===== src/rtl/multicycle_controller.sv =====
// Multi-cycle instruction sequencer: steps each instruction through fetch/decode/execute/
// memory/writeback and produces the datapath write enables, with a memory-ready watchdog.
//
// state     | meaning
// ----------+-------------------------------------------------------------
// IDLE      | waiting for run
// FETCH     | latch instruction register
// DECODE    | decoder flags valid; halt detected here
// EXECUTE   | branch/jump/nop retire here; loads/stores go to MEMORY
// MEMORY    | data-memory request held until mem_ready or watchdog expiry
// WRITEBACK | register file write and PC+4, retire
// HALT      | halt instruction seen; sticky until reset
// ERROR     | illegal access or memory timeout; sticky until reset
module multicycle_controller #(
    parameter int COUNT_W    = 16,
    parameter int WAIT_LIMIT = 15
) (
    input  logic               CLK,
    input  logic               RST,
    input  logic               run,
    input  logic               branch,
    input  logic               jump,
    input  logic               zero,
    input  logic               mem_read,
    input  logic               mem_write,
    input  logic               reg_write,
    input  logic               halt,
    input  logic               mem_ready,
    output logic               ir_write,
    output logic               pc_write,
    output logic [1:0]         pc_src,
    output logic               reg_write_en,
    output logic               mem_read_en,
    output logic               mem_write_en,
    output logic [2:0]         state,
    output logic               busy,
    output logic               halted,
    output logic               error,
    output logic [COUNT_W-1:0] instr_count
);

    typedef enum logic [2:0] {
        S_IDLE      = 3'd0,
        S_FETCH     = 3'd1,
        S_DECODE    = 3'd2,
        S_EXECUTE   = 3'd3,
        S_MEMORY    = 3'd4,
        S_WRITEBACK = 3'd5,
        S_HALT      = 3'd6,
        S_ERROR     = 3'd7
    } state_t;

    localparam logic [7:0]         LP_LIMIT = 8'(WAIT_LIMIT);
    localparam logic [COUNT_W-1:0] LP_ONE   = COUNT_W'(1);

    state_t               r_state;
    logic [7:0]           r_wait_cnt;
    logic                 r_mem_load;
    logic [COUNT_W-1:0]   r_instr_count;

    logic                 w_ir_write;
    logic                 w_pc_write;
    logic [1:0]           w_pc_src;
    logic                 w_reg_write_en;
    logic                 w_mem_read_en;
    logic                 w_mem_write_en;
    logic                 w_retire;
    logic                 w_conflict;
    logic                 w_is_mem;

    assign w_conflict = mem_read && mem_write;
    assign w_is_mem   = mem_read || mem_write;

    always_comb begin
        w_ir_write     = 1'b0;
        w_pc_write     = 1'b0;
        w_pc_src       = 2'd0;
        w_reg_write_en = 1'b0;
        w_mem_read_en  = 1'b0;
        w_mem_write_en = 1'b0;
        w_retire       = 1'b0;
        case (r_state)
            S_FETCH: w_ir_write = 1'b1;
            S_EXECUTE: begin
                if (w_conflict) begin
                    w_retire = 1'b0;
                end else if (jump) begin
                    w_pc_write = 1'b1;
                    w_pc_src   = 2'd2;
                    w_retire   = 1'b1;
                end else if (branch) begin
                    w_pc_write = 1'b1;
                    w_pc_src   = zero ? 2'd1 : 2'd0;
                    w_retire   = 1'b1;
                end else if (!w_is_mem && !reg_write) begin
                    w_pc_write = 1'b1;
                    w_retire   = 1'b1;
                end
            end
            S_MEMORY: begin
                w_mem_read_en  = r_mem_load;
                w_mem_write_en = !r_mem_load;
                if (mem_ready && !r_mem_load) begin
                    w_pc_write = 1'b1;
                    w_retire   = 1'b1;
                end
            end
            S_WRITEBACK: begin
                w_reg_write_en = 1'b1;
                w_pc_write     = 1'b1;
                w_retire       = 1'b1;
            end
            default: w_retire = 1'b0;
        endcase
    end

    // Reset blanks every strobe so nothing partial reaches the datapath in the reset cycle.
    assign ir_write     = w_ir_write     && !RST;
    assign pc_write     = w_pc_write     && !RST;
    assign pc_src       = RST ? 2'd0 : w_pc_src;
    assign reg_write_en = w_reg_write_en && !RST;
    assign mem_read_en  = w_mem_read_en  && !RST;
    assign mem_write_en = w_mem_write_en && !RST;

    always_ff @(posedge CLK) begin
        if (RST) begin
            r_state       <= S_IDLE;
            r_wait_cnt    <= 8'd0;
            r_mem_load    <= 1'b0;
            r_instr_count <= '0;
        end else if (w_retire) begin
            r_instr_count <= r_instr_count + LP_ONE;
            r_state       <= run ? S_FETCH : S_IDLE;
        end else begin
            case (r_state)
                S_IDLE:   if (run) r_state <= S_FETCH;
                S_FETCH:  r_state <= S_DECODE;
                S_DECODE: r_state <= halt ? S_HALT : S_EXECUTE;
                S_EXECUTE: begin
                    if (w_conflict) begin
                        r_state <= S_ERROR;
                    end else if (w_is_mem) begin
                        r_state    <= S_MEMORY;
                        r_wait_cnt <= 8'd0;
                        r_mem_load <= mem_read;
                    end else if (reg_write) begin
                        r_state <= S_WRITEBACK;
                    end
                end
                S_MEMORY: begin
                    if (mem_ready) begin
                        r_state <= S_WRITEBACK;
                    end else if (r_wait_cnt == LP_LIMIT) begin
                        r_state <= S_ERROR;
                    end else begin
                        r_wait_cnt <= r_wait_cnt + 8'd1;
                    end
                end
                S_HALT:  r_state <= S_HALT;
                S_ERROR: r_state <= S_ERROR;
                default: r_state <= S_IDLE;
            endcase
        end
    end

    assign state       = r_state;
    assign busy        = (r_state != S_IDLE) && (r_state != S_HALT) && (r_state != S_ERROR);
    assign halted      = (r_state == S_HALT);
    assign error       = (r_state == S_ERROR);
    assign instr_count = r_instr_count;

endmodule


===== config.mk =====
export PLATFORM = sky130hd
export DESIGN_NAME = multicycle_controller
export DESIGN_NICKNAME = d
export VERILOG_FILES = /design/src/rtl/multicycle_controller.sv
export SDC_FILE = /design/constraint.sdc
export NUM_CORES = 1
export LEC_CHECK = 0
export CORE_MARGIN = 1.5
export CORE_UTILIZATION = 53
export CTS_CLUSTER_DIAMETER = 60
export DETAILED_ROUTE_END_ITERATION = 8
export PLACE_DENSITY_LB_ADDON = 0.15
export SETUP_SLACK_MARGIN = 0.2
export SLEW_MARGIN = 0
export SYNTH_ARGS = -nofsm -noshare
export SYNTH_HDL_FRONTEND = slang
export SYNTH_SLANG_ARGS = --single-unit

===== constraint.sdc =====
create_clock -name CLK -period 3.1 [get_ports CLK]
set_input_delay 0.465 -clock CLK [delete_from_list [all_inputs] [get_ports CLK]]
set_output_delay 0.465 -clock CLK [all_outputs]
set_load 0.01 [all_outputs]

* Word level (Yosys, flattened, before mapping) *
Index checks and enable logic that the tools add are counted.

cells by class
  $add $sub $neg = 2
  equal/unequal tests = 17
  multiplexer cells = 31
  bitwise logic cells = 2
  reductions and logical operators = 21

operator list
  operator                 count
  $mux W8                  4
  $mux W3                  8
  $pmux W3 S7              1
  $add A16 B1 Y16 const B  1
  $pmux W8 S2              1
  $eq A3 B3 Y1 const B     4
  $mux W1                  12
  $logic_and A1 B1 Y1      10
  $ne A3 B3 Y1 const B     3
  $add A8 B1 Y8 const B    1
  $eq A8 B4 Y1 const B     1
  $mux W2                  4
  $ne A2 B2 Y1 const B     4
  $eq A3 B2 Y1 const B     2
  $reduce_and A6 Y1        1
  $ne A5 B5 Y1 const B     1
  $logic_not A1 Y1         4
  $ne A4 B4 Y1 const B     1
  $reduce_and A4 Y1        1
  $eq A3 B1 Y1 const B     1
  $logic_not A3 Y1         1
  $pmux W1 S3              1
  $reduce_and A3 Y1        1
  $reduce_bool A3 Y1       1
  3 further kinds          4

storage, ports and cells
  register bits after elaboration = 28
  output and inout port bits = 29
  word-level logic and storage cells = 77

* Longest topological paths before layout *
  word-level depth = 10
  depth in mapped cells = 8
  gate-level depth less buffers = 7

* Least setup slack after synthesis *
No wires, ideal clock.

  kind = in2out
  start = input mem_read
  end = output pc_write
  arrival = 1.708 ns
  setup slack = 0.927 ns
  stages = 6
  path buffers = 1
  path through = inv_1 -> ha_1 -> nor2b_1 -> o31ai_2 -> clkbuf_1 -> a21oi_1

between the ends
  word-level cells in the longest chain between the ends = 9
  elaborated cells between the ends (all ways) = 10
  those cells by class = mux: 5; reduce/logical: 5

ends and longest elaborated chain
  item                   line  source
  start, declared        24    input logic mem_read,
  $logic_or A1 B1 Y1     72    assign w_is_mem = mem_read || mem_write;
  $logic_not A1 Y1       95    end else if (!w_is_mem && !reg_write) begin
  $logic_and A1 B1 Y1    95
  $mux W1                95
  $mux W1                91    end else if (branch) begin
  $mux W1                87    end else if (jump) begin
  $mux W1 *              85    if (w_conflict) begin
  $pmux W1 S3 *          82    case (r_state)
  $logic_and A1 B1 Y1 *  119   assign pc_write = w_pc_write && !RST;
  end, declared          30    output logic pc_write,

Every way passes the cells marked *; elsewhere a longest branch is shown, timed or not.

* Worst setup path in the final report *
  start = input mem_read
  end = output pc_src[0]

between the ends
  word-level cells in the longest chain between the ends = 4

ends and longest elaborated chain
  item                 line  source
  $logic_and A1 B1 Y1  71    assign w_conflict = mem_read && mem_write;
  $mux W2              85
  $mux W2              82
  $mux W2              120   assign pc_src = RST ? 2'd0 : w_pc_src;
  end, declared        31    output logic [1:0] pc_src,

Every way passes these cells.

==> results.json <==
{
  "outcome": "completed",
  "syn_avg_cell_area_um2": 8.35,
  "wire_per_inst_um": 14.6,
  "tritoncts": "done",
  "cts_sinks": 28,
  "die_y_um": 58.4,
  "yosys_warnings": 0,
  "synth_nets": 210,
  "clk_pin_slew_ns": 0.15,
  "die_area_mm2": 0.00341,
  "arrival_ns": 2.31,
  "synth-edff-count": 0,
  "ys_seq_area_share_pct": 34.4,
  "layout.cells.non_filler": 261,
  "cts_setup_buffers": 0,
  "vias": 1515,
  "cts_root_buf": "clkbuf_4",
  "cp-end-kind": "output pin",
  "slew_headroom_pct": 59.3,
  "cp_max_fo": 5,
  "synth_mux_area_share_pct": 1.31,
  "place_ws_ns": 0.342,
  "grt_pass1_vias": 1511,
  "synth_top_family_by_area": "simple AND/OR/NAND/NOR gates",
  "synth-xor-area-share_pct": 9.68,
  "cts_buffer_depth": 2,
  "slew_violations": 0,
  "crit_required_ns": 2.63,
  "antenna_cells": 0,
  "viasPerCell": 5.80,
  "drc_errors": 0,
  "synth.distinct_cells": 47,
  "finClkSkew_ns": 0.00734,
  "synthSimpleGateAreaFrac_pct": 29.4,
  "grt_usage_pct": 23.6,
  "nets": 246,
  "fin_tns_setup_ns": 0,
  "cp-start-kind": "primary input",
  "ys_top_cells_by_count": "28 x dfxtp_1, 26 x nor2_1, 17 x xnor2_1",
  "yosysTopAreaCellShare_pct": 34.4,
  "ant_nets": 0,
  "grt_first_pass_wirelength_mm": 6.42,
  "grt_setup_unrepaired": "false",
  "whs_ns": 0.523,
  "min_path_type": "register to register",
  "power.density_mw_per_mm2": 380,
  "synth_flop_cell": "dfxtp_1",
  "synth_compound_area_share_pct": 17.1,
  "io_buffers": 39,
  "gp_congestion": 0.822,
  "grt_overflow": 0,
  "pin_count": 40,
  "drtIter0Drc": 56,
  "fin_crit_sh_pct": 89.5,
  "areaGrowthSynthToFinish_pct": 27.6,
  "maxCapViolCount": 0,
  "synth.most_common_cell": "dfxtp_1",
  "syn_inst": 195,
  "tightest_slew_ns": 0.605,
  "synth_area_mm2": 0.00163,
  "setup_viol": 0,
  "cts_htree_levels": 1,
  "dp_hpwl_mm": 2.74,
  "first_pass_iters": 4,
  "criticalPathCategory": "primary input to output pin",
  "die_x_um": 58.4,
  "period_needed_ns": 2.77,
  "grt_max_degree": 20,
  "drive_gt1_share_pct": 7.83,
  "wl_mm": 3.82,
  "rows": 19,
  "ys_async_sr_fraction_pct": 0,
  "antenna_found_initial": 0,
  "ys_ff_latch": 28,
  "clock_latency_ns": 0.33,
  "ir_worst_vdd_v": 0.000240,
  "stdcell_area_mm2": 0.00208,
  "synth_area_leaders": "dfxtp_1 34%, xnor2_1 9.1%, nor2_1 6.0%",
  "report.final.hold_viol_count": 0,
  "setup_ws_ns": 0.326,
  "synth_top_cell_by_area": "dfxtp_1",
  "yosys.area_share.adder_pct": 3.07,
  "cts_buffers": 3,
  "postPlaceCellArea_mm2": 0.00202,
  "initial_core_util_pct": 57.5,
  "core_mm2": 0.00283,
  "fmax_ghz": 0.360,
  "leakagePower_nw": 0.697,
  "place_inst": 257
}
[metrics by stage]
step	util, %	total power [mW]
CTS	73.4	0.794
detailed placement	71.5	0.556
global placement	71.5	0.553
global route	73.4	0.827
finish	73.4	0.789
floorplan	-	0.499
[kinds of logic (layout without fill, tap and decap cells)]
logic type               count (synthesis)  after routing
AO/OA/AOI/OAI                           38             38
XOR/XNOR                                18             18
adder cells (fa/ha/maj)                  4              4
buffers and inverters                   17             52
flip-flops                              28             28
multiplexers                             2              2
AND/OR/NAND/NOR                         88             88
[cell type report]
| type | instances | area (um^2) |
|---|---|---|
| Sequential cell | 28 | 562 |
| Clock buffer | 3 | 22.5 |
| Multi-Input combinational cell | 150 | 985 |
| Timing Repair Buffer | 43 | 420 |
| Fill cell | 229 | 752 |
| Tap cell | 31 | 38.8 |
| Clock inverter | 1 | 30.0 |
| Inverter | 5 | 18.8 |
[critical path: stages]
cell and delay [ns]:
clkdlybuf4s50_1 0.43, ha_1 0.23, nand4bb_1 0.30, nor4_1 0.30
clkdlybuf4s50_1 0.59
[routing by layer]
layer	global-route usage, %	part of all wire (%)	wire length [um]
met5	0	0	0
met4	12.0	0.76	29
met3	2.86	3.8	146
met2	40.0	48	1830
met1	29.5	47	1810
[what timing repair did]
item | in CTS | in global routing
resized for setup | 0 | 1
setup endpoints to repair | 0 | 2
endpoints found under the hold margin | 0 | 0
hold buffers | 0 | 0
[placed cells by master (no fill, tap or decap), types with 2 or more instances in the layout]
cell / instances
clkdlybuf4s50_1: 39
xnor2_1: 17
nand4_1: 2
ha_1: 4
nand2_1: 12
nor3_1: 8
nor4_1: 3
dfxtp_1: 27
inv_1: 5
and3b_1: 2
and4_1: 2
and3_1: 3
a21oi_1: 13
nor3b_1: 2
nand2b_1: 3
a211oi_1: 8
buf_4: 4
o21ai_0: 3
nor2_1: 26
nor2b_1: 4
nor4b_1: 2
a2111oi_2: 2
nand3_1: 11
clkbuf_4: 3
[where the power goes]
part / internal, mW / switching [mW] / leakage (nW) / total, mW
clock: 0.131 / 0.107 / 0.0279 / 0.238
sequential: 0.369 / 0.0296 / 0.226 / 0.399
combinational: 0.0824 / 0.0701 / 0.443 / 0.153
[registers in the layout, indices dropped and copies added, names as in the netlist]
signal and count:
state 3, r_wait_cnt 8, instr_count 16, r_mem_load 1
[worst paths after layout]
kind	startpoint	endpoint	slack, ns	depth (start not counted)
setup / recovery	mem_read	pc_src[0]	0.33	5
hold reg to reg	r_wait_cnt[3]	r_wait_cnt[3]	0.52	1
setup reg to reg	state[0]	instr_count[8]	0.99	6
hold / removal	r_wait_cnt[3]	r_wait_cnt[3]	0.52	1
(Power assumes the default switching activity.)
